`config.mk`:
```
export PLATFORM = sky130hd
export DESIGN_NAME = pipelined_array_multiplier_pipe_reg
export DESIGN_NICKNAME = d
export VERILOG_FILES = /design/src/rtl/pipelined_array_multiplier_pipe_reg.sv
export SDC_FILE = /design/constraint.sdc
export NUM_CORES = 1
export LEC_CHECK = 0
export CAP_MARGIN = 20
export CORE_ASPECT_RATIO = 0.5
export CORE_UTILIZATION = 35
export DETAILED_ROUTE_END_ITERATION = 7
export PLACE_DENSITY = 0.83
export SYNTH_ARGS = -nofsm -noshare
export SYNTH_HDL_FRONTEND = slang
export SYNTH_SLANG_ARGS = --single-unit
```
`constraint.sdc`:
```
create_clock -name clk_i -period 1.1 [get_ports clk_i]
set_clock_uncertainty 0.2 [all_clocks]
set_input_delay 0.22 -clock clk_i [delete_from_list [all_inputs] [get_ports clk_i]]
set_output_delay 0.22 -clock clk_i [all_outputs]
set_load 0.02 [all_outputs]
```
`src/rtl/pipelined_array_multiplier_pipe_reg.sv`:
```
// Pipeline register that sits between two stages of a pipelined array multiplier.
// It captures the stage outputs of the feeding stage and consumes PRODUCT_PER_STAGE
// multiplier bits. It also inserts the feeding stage's finished result bits into
// their slot of the accumulated low product.
//
// Handshake: an item moves on an edge where valid and ready are both 1. ready_o is
// ~valid_o | ready_i, so a full register still accepts new data in the same cycle it
// drains. Under a continuous stream this gives one item per cycle with no bubbles.
// While valid_o=1 and ready_i=0 the register holds, and every output stays stable.
module pipelined_array_multiplier_pipe_reg #(
  parameter int DATA_WIDTH        = 8,
  parameter int PRODUCT_PER_STAGE = 4,
  parameter int STAGE_INDEX       = 0
) (
  input  logic                          clk_i,
  input  logic                          rst_i,
  input  logic                          valid_i,
  output logic                          ready_o,
  input  logic [DATA_WIDTH-1:0]         operand_A_i,
  input  logic [DATA_WIDTH-1:0]         operand_B_rem_i,
  input  logic [DATA_WIDTH-2:0]         partial_product_i,
  input  logic                          carry_i,
  input  logic [PRODUCT_PER_STAGE-1:0]  result_bits_i,
  input  logic [DATA_WIDTH-1:0]         result_low_i,
  output logic                          valid_o,
  input  logic                          ready_i,
  output logic [DATA_WIDTH-1:0]         operand_A_o,
  output logic [DATA_WIDTH-1:0]         operand_B_rem_o,
  output logic [DATA_WIDTH-2:0]         partial_product_o,
  output logic                          carry_o,
  output logic [DATA_WIDTH-1:0]         result_low_o,
  output logic [2*DATA_WIDTH-1:0]       product_o
);

  // Bit position of this stage's slot inside the accumulated low product.
  localparam int SLOT_LSB = STAGE_INDEX * PRODUCT_PER_STAGE;

  logic                  transfer;
  logic [DATA_WIDTH-1:0] operand_B_rem_next;
  logic [DATA_WIDTH-1:0] result_low_next;

  // The register accepts when empty or when its current item leaves this cycle.
  assign ready_o  = ~valid_o | ready_i;
  assign transfer = valid_i & ready_o;

  // Values to load on a transfer: drop the consumed multiplier bits and drop the
  // finished result bits into their slot; everything else passes through.
  always_comb begin
    operand_B_rem_next = operand_B_rem_i >> PRODUCT_PER_STAGE;
    result_low_next    = result_low_i;
    result_low_next[SLOT_LSB +: PRODUCT_PER_STAGE] = result_bits_i;
  end

  // Valid flag: set on a transfer, cleared when drained, held while stalled.
  always_ff @(posedge clk_i) begin
    if (rst_i) begin
      valid_o <= 1'b0;
    end else if (transfer) begin
      valid_o <= 1'b1;
    end else if (ready_i) begin
      valid_o <= 1'b0;
    end
  end

  // Data registers: load only on a transfer, so they hold during stalls and idle.
  always_ff @(posedge clk_i) begin
    if (rst_i) begin
      operand_A_o       <= '0;
      operand_B_rem_o   <= '0;
      partial_product_o <= '0;
      carry_o           <= 1'b0;
      result_low_o      <= '0;
    end else if (transfer) begin
      operand_A_o       <= operand_A_i;
      operand_B_rem_o   <= operand_B_rem_next;
      partial_product_o <= partial_product_i;
      carry_o           <= carry_i;
      result_low_o      <= result_low_next;
    end
  end

  // The full product is taken straight from the registers. On the last stage the
  // carry, partial product and low bits form the complete 2*DATA_WIDTH result.
  assign product_o = {carry_o, partial_product_o, result_low_o};

endmodule

```
==> results of run 1 <==
through the flow:
stage / instance area, um2 / TNS, ns / hold WS, ns / utilization (%) / total power (W)
floorplan: 1687 / -1.345 / 0.1635 / - / 0.001636
global placement: 2341 / -27.97 / 0.3613 / 52.16 / 0.001903
detailed placement: 2341 / -29.67 / 0.3698 / 52.16 / 0.001918
CTS: 2735 / -9.171 / 0.1013 / 60.94 / 0.002912
global route: 2765 / -11.58 / 0.1113 / 61.61 / 0.003021
finish: 2765 / -8.993 / 0.1129 / 61.61 / 0.002895
per-layer routing:
metal  wire length, um  up-vias  GRT usage [%]
met1              1918      668          21.88
li1                  -      654              -
met5                 0        -              0
met3               117       11          3.557
met2              2307       29          32.30
met4               124        0          11.03
timing repair:
item | in CTS | in global routing
setup buffers | 7 | 2
pin swaps | 8 | 5
cloned | 5 | 0
resized for setup | 313 | 6
setup endpoints to repair | 75 | 75
hold buffers | 0 | 0
hold endpoints to repair | 0 | 0
report_power, final:
| part | switching (W) | internal [W] |
|---|---|---|
| Clock | 0.000417 | 0.000437 |
| Combinational | 0.000384 | 0.000479 |
| Sequential | 0.0000598 | 0.00112 |
| Total | 0.000860 | 0.00203 |
Yosys cell counts:
cell and count:
conb_1 1, clkbuf_1 2, nand3_2 20, nand2b_4 1
a21oi_1 1, dfxtp_1 29, a21oi_2 28, nand3_1 8
inv_1 1, buf_12 3, buf_4 24, buf_6 3
buf_2 3, a21bo_1 28
flip-flops by register name, summed over array words and instances, names as in the netlist:
| signal | cells |
|---|---|
| carry_o | 1 |
| operand_A_o | 8 |
| operand_B_rem_o | 4 |
| partial_product_o | 7 |
| result_low_o | 8 |
| valid_o | 1 |
worst max-delay path, stage by stage (launching register included):
cell,delay (ns)
dfxtp_4,0.35
nand2b_4,0.08
buf_12,0.14
buf_12,0.14
buf_16,0.12
nand3_2,0.07
a21oi_2,0.15
kinds of logic (layout without fill, tap and decap cells):
logic type	Yosys count	after routing	synth area share (%)
compound gates	57	57	31.78
buf+inv	36	108	17.99
flops	29	29	34.78
other cells	1	4	0.2247
simple gates	29	29	15.22
cell usage in the layout (no fill, tap or decap):
cell | Yosys | routed
buf_6 | 3 | 44
a21bo_1 | 28 | 28
a21oi_2 | 28 | 28
clkdlybuf4s50_1 | 0 | 28
nand3_2 | 20 | 22
dfxtp_2 | 0 | 22
buf_4 | 24 | 10
dfxtp_4 | 0 | 7
nand3_1 | 8 | 6
buf_12 | 3 | 6
clkbuf_8 | 0 | 5
buf_16 | 0 | 5
conb_1 | 1 | 4
buf_2 | 3 | 4
clkinv_2 | 0 | 2
nand2b_4 | 1 | 1
inv_1 | 1 | 1
a21oi_1 | 1 | 1
clkbuf_1 | 2 | 1
dlygate4sd2_1 | 0 | 1
buf_8 | 0 | 1
cell type report:
type | count | area share (%)
Inverter | 1 | 0.1357
Tap cell | 66 | 2.986
Clock inverter | 2 | 0.3620
Sequential cell | 29 | 22.94
Clock buffer | 6 | 2.624
Multi-Input combinational cell | 90 | 29.28
Timing Repair Buffer | 99 | 41.67
worst min path at each step:
stage	cells after the start	end	slack, ns	startpoint
floorplan	2	carry_o	0.16	carry_i
detailed placement	2	operand_B_rem_o[3]	0.37	operand_B_rem_o[3]
global route	3	result_low_o[7]	0.11	rst_i
global placement	2	operand_A_o[0]	0.36	operand_A_o[0]
finish	3	operand_A_o[4]	0.11	rst_i
CTS	3	partial_product_o[6]	0.10	rst_i
==> impl_metrics.tcl, run 1 <==
set metrics [dict create \
    finalHoldViolCount 0 \
    start_kind "flop" \
    r2r_slack_ns -0.23 \
    grt_pass1_vias 1414 \
    grt_start_max_net_pins 38 \
    die_area_um2 5066 \
    syn_inst 152 \
    violations "negative setup slack" \
    rr_startpoint "valid_o" \
    syn_area_um2 1669 \
    dp.cells 271 \
    cts_tree "built" \
    p_leak_nw 1.138 \
    setup_viol 75 \
    avgSynthCellArea_um2 10.98 \
    post-route-period-util_pct 121.0 \
    detail_route.wl_per_cell_um 15.25 \
    rsz0062_at_grt "true" \
    regToRegEndpoint "partial_product_o[0]" \
    core_um2 4488 \
    cts_sinks 29 \
    ys_ff_latch 29 \
    worstHoldPathType "in2reg" \
    yosys_warnings 0 \
    cp_max_fo 5 \
    drc_errors 0 \
    slew_viol_final 0 \
    portBuffers 77 \
    place_ws_ns -0.7286 \
    rows 17 \
    place_congestion 0.6297 \
    peakVddDrop_mv 0.4604 \
    rr_worst_depth 6 \
    grt_overflow_total 0 \
    drtIter0Drc 36 \
    yosysTopAreaCell "dfxtp_1" \
    clock.fmax_mhz 751.2 \
    clockRootBuffer "clkbuf_8" \
    final_cells 293 \
    h-tree-depth 2 \
    cts_made_buffers 5 \
    cp.required_ns 1.11 \
    clk_pin_slew_ns 0.07 \
    die_y_um 50.83 \
    end_kind "flop" \
    antenna_found_initial 0 \
    fin_crit_ns 1.331 \
    ys_seq_area_share_pct 34.78 \
    fp.dieW_um 99.66 \
    diodes 0 \
    dr_total_vias 1362 \
    ant_nets 0 \
    nets 266 \
    yosys.cell_types.count 14 \
    clk_path_buf_depth 2 \
    place.detailed.hpwl_um 2584 \
    status "complete, but fails checks" \
    layout-drive-gt1-share_pct 69.16 \
    cp-startpoint "valid_o" \
    multi_input_area_um2 809.5 \
    crit_end "partial_product_o[0]" \
    synthToLayoutAreaGrowth_pct 65.67 \
    drv_cap 0 \
    via_per_inst 4.648 \
    first_pass_iters 4 \
    seq_area_um2 634.4 \
    wl_um 4467 \
    cellPowerDensity_nw_per_um2 1047 \
    grt_first_pass_wirelength_um 7065 \
    grt_usage_pct 18.62 \
    num_io_pins 90 \
    ys_top_cells_by_area "dfxtp_1, a21bo_1, a21oi_2" \
    fillers 320 \
    finalWorstSetupSlack_ns -0.2311 \
    crit_type "reg2reg" \
    start_util_pct 37.19 \
    netlist.area_leader.share_pct 34.78 \
    clock_latency_ns 0.28 \
    worst_ep_arrival_time_ns 1.34 \
]
Power figures use the tool's default switching activity.
==> inputs of run 2 (changes only) <==
ABC_AREA = 1   (was default)
CORE_UTILIZATION = 33   (was 35)
==> run 2 against run 1 <==
The flow still finishes with violations (negative setup slack). Critical path depth decreased by 1. Worst setup slack improved by 0.0078 ns. Clock-buffer cell count increased by 1. Total power increased by 9.9%. Worst hold slack improved by 0.043 ns. Non-clock buffer count increased by 2. Core utilization increased by 6.6 points. Final area increased by 0.18%. Synthesized cell count increased by 38%. Fmax increased by 0.59%. Synthesized area decreased by 13%. Highest routed layer unchanged.
==> impl_metrics.tcl, run 2 <==
set metrics [dict create \
    drv_cap 0 \
    synthFlopType "dfxtp_1" \
    detail_route.wl_per_cell_um 16.16 \
    crit_type "reg2reg" \
    clk_path_buf_depth 2 \
    synth_common_cells "inv_1, a21oi_1, dfxtp_1" \
    async_reset_ff_share_pct 0 \
    worst_ep_arrival_time_ns 1.28 \
    start_kind "flop" \
    first_pass_iters 4 \
    h-tree-depth 2 \
    ant_nets 0 \
    grt_overflow_total 0 \
    layout-drive-gt1-share_pct 52.10 \
    status "complete, but fails checks" \
    power.total_w 0.003182 \
    ys_ff_latch 29 \
    slew_viol_final 0 \
    yosysTopAreaCell "dfxtp_1" \
    final_common_cell "buf_6" \
    avgSynthCellArea_um2 6.962 \
    peakVddDrop_mv 0.4915 \
    worstHoldPathType "in2reg" \
    die_y_um 48.96 \
    end_kind "flop" \
    clock_latency_ns 0.27 \
    clk_pin_slew_ns 0.06 \
    drc_errors 0 \
    wl_um 5496 \
    rsz0062_at_grt "true" \
    final_cell_mix "buf_6, inv_1, clkdlybuf4s50_1" \
    portBuffers 77 \
    ctsHoldBuffers 0 \
    worstPathCellList "nand2_8 > buf_4 > buf_16 > a21oi_1 > nor2_1" \
    die_area_um2 4695 \
    grt_pass1_vias 1327 \
    syn_area_um2 1455 \
    syn_inst 209 \
    finalWorstSetupSlack_ns -0.2234 \
    drtIter0Drc 69 \
    setup_tns_ns -7.356 \
    cts_made_buffers 5 \
    top_regs "operand_A_o: 8 flops, result_low_o: 8 flops, partial_product_o: 7 flops" \
    cp_max_fo 7 \
    via_per_inst 4.894 \
    clockRootBuffer "clkbuf_8" \
    fillers 271 \
    nets 326 \
    synth_edf_count 0 \
    grt_first_pass_wirelength_um 6092 \
    ys_top_cells_by_area "dfxtp_1, buf_4, a21oi_1" \
    cellPowerDensity_nw_per_um2 1149 \
    grt_usage_pct 17.00 \
    clock.fmax_mhz 755.7 \
    diodes 0 \
    yosys_warnings 0 \
    core_um2 4064 \
    grt_start_max_net_pins 30 \
    cts_tree "built" \
    ys_seq_area_share_pct 39.90 \
    netlist.area_leader.share_pct 39.90 \
    yosys.cell_types.count 12 \
    fp.dieW_um 95.91 \
    finalHoldViolCount 0 \
    fin_crit_ns 1.323 \
    cts_sinks 29 \
    post-route-period-util_pct 120.3 \
    dr_total_vias 1664 \
    setup_viol 75 \
    num_io_pins 90 \
    cpPeakStageDelay_ns 0.38 \
    p_leak_nw 1.335 \
    antenna_found_initial 0 \
    synthToLayoutAreaGrowth_pct 90.37 \
    place.detailed.hpwl_um 2417 \
    cp.required_ns 1.06 \
    violations "negative setup slack" \
    cp_slowest_cell "dfxtp_4" \
    rows 16 \
    yosysMostFrequentCell "inv_1" \
    place_congestion 0.7586 \
    start_util_pct 35.81 \
]
==> run 2: cell count changes after synthesis, moves of 2 or more <==
cell      delta
a21bo_1     -28
inv_1       +29
buf_2        +4
a21oi_2     -28
nand3_1     +20
a21oi_1     +28
nand3_2     -20
buf_12       -3
clkbuf_1     -2
nand2_1     +28
nor2_1      +28
==> run 2: final cells by class <==
cell class              count  area, um2  share of cell area, %
inverters                  31      121.4                  4.381
flip-flops and latches     29      644.4                  23.26
well taps                  54      67.56                  2.439
repair buffers            101       1132                  40.88
clock buffers               7      86.33                  3.117
multi-input cells         118      718.2                  25.93
==> run 2: path summary, 6_finish.rpt <==
kind / from / end / slack (ns) / depth (start not counted)
setup / recovery: valid_o / operand_B_rem_o[2] / -0.22 / 5
hold / removal: rst_i / valid_o / 0.16 / 2
setup reg to reg: valid_o / operand_B_rem_o[2] / -0.22 / 5
hold reg to reg: operand_B_rem_o[0] / operand_B_rem_o[0] / 0.27 / 2
==> run 2: worst max-delay path: cells and delay by family, from the launching register on <==
family                 cells  cell delay, ns
DFF                        1            0.38
buffers and inverters      2            0.29
AOI/OAI and AO/OA          1            0.17
and+or+nand+nor            2            0.16
==> run 2: stage by stage <==
stage	setup WS (ns)	std cells	util, %	hold slack, ns	cell area [um2]
floorplan	-0.05604	212	-	0.07936	1475
global placement	-0.7365	312	51.75	0.2628	2103
detailed placement	-0.7391	312	51.75	0.2722	2103
CTS	-0.1559	322	57.94	0.1313	2355
global route	-0.2545	340	68.16	0.1590	2770
finish	-0.2234	340	68.16	0.1563	2770
==> run 2: kinds of logic after synthesis <==
family                 count (synthesis)  synth area share [%]
AOI/OAI and AO/OA                     29                 9.974
buffers and inverters                 65                 25.37
and+or+nand+nor                       85                 24.51
other                                  1                0.2577
DFF                                   29                 39.90
==> run 2: timing repair <==
action / 4_1_cts / 5_1_grt
gates cloned: 1 / 5
endpoints found under the setup margin: 75 / 75
hold endpoints to repair: 0 / 0
resized for setup: 314 / 53
buffers inserted: 2 / 13
pin swaps: 1 / 10
==> run 2: where the power goes <==
part           internal, W  leakage, nW  switching [W]  total [W]
registers          0.00114        0.253      0.0000911    0.00123
clock network     0.000496       0.0443       0.000392   0.000888
logic             0.000548         1.04       0.000514    0.00106
==> run 2: per-layer routing <==
metal / track usage (%) / share of wire (%) / vias to the layer above
li1: - / - / 774
met1: 18.89 / 38 / 789
met2: 32.14 / 53 / 80
met3: 4.206 / 6.6 / 21
met4: 4.478 / 2.7 / 0
met5: 0 / 0 / -
==> inputs of run 3 (changes only) <==
SLEW_MARGIN = 5   (was default)
==> results of run 3 <==
Same layout as run 2: the final DEF is identical, and so are final timing and power.
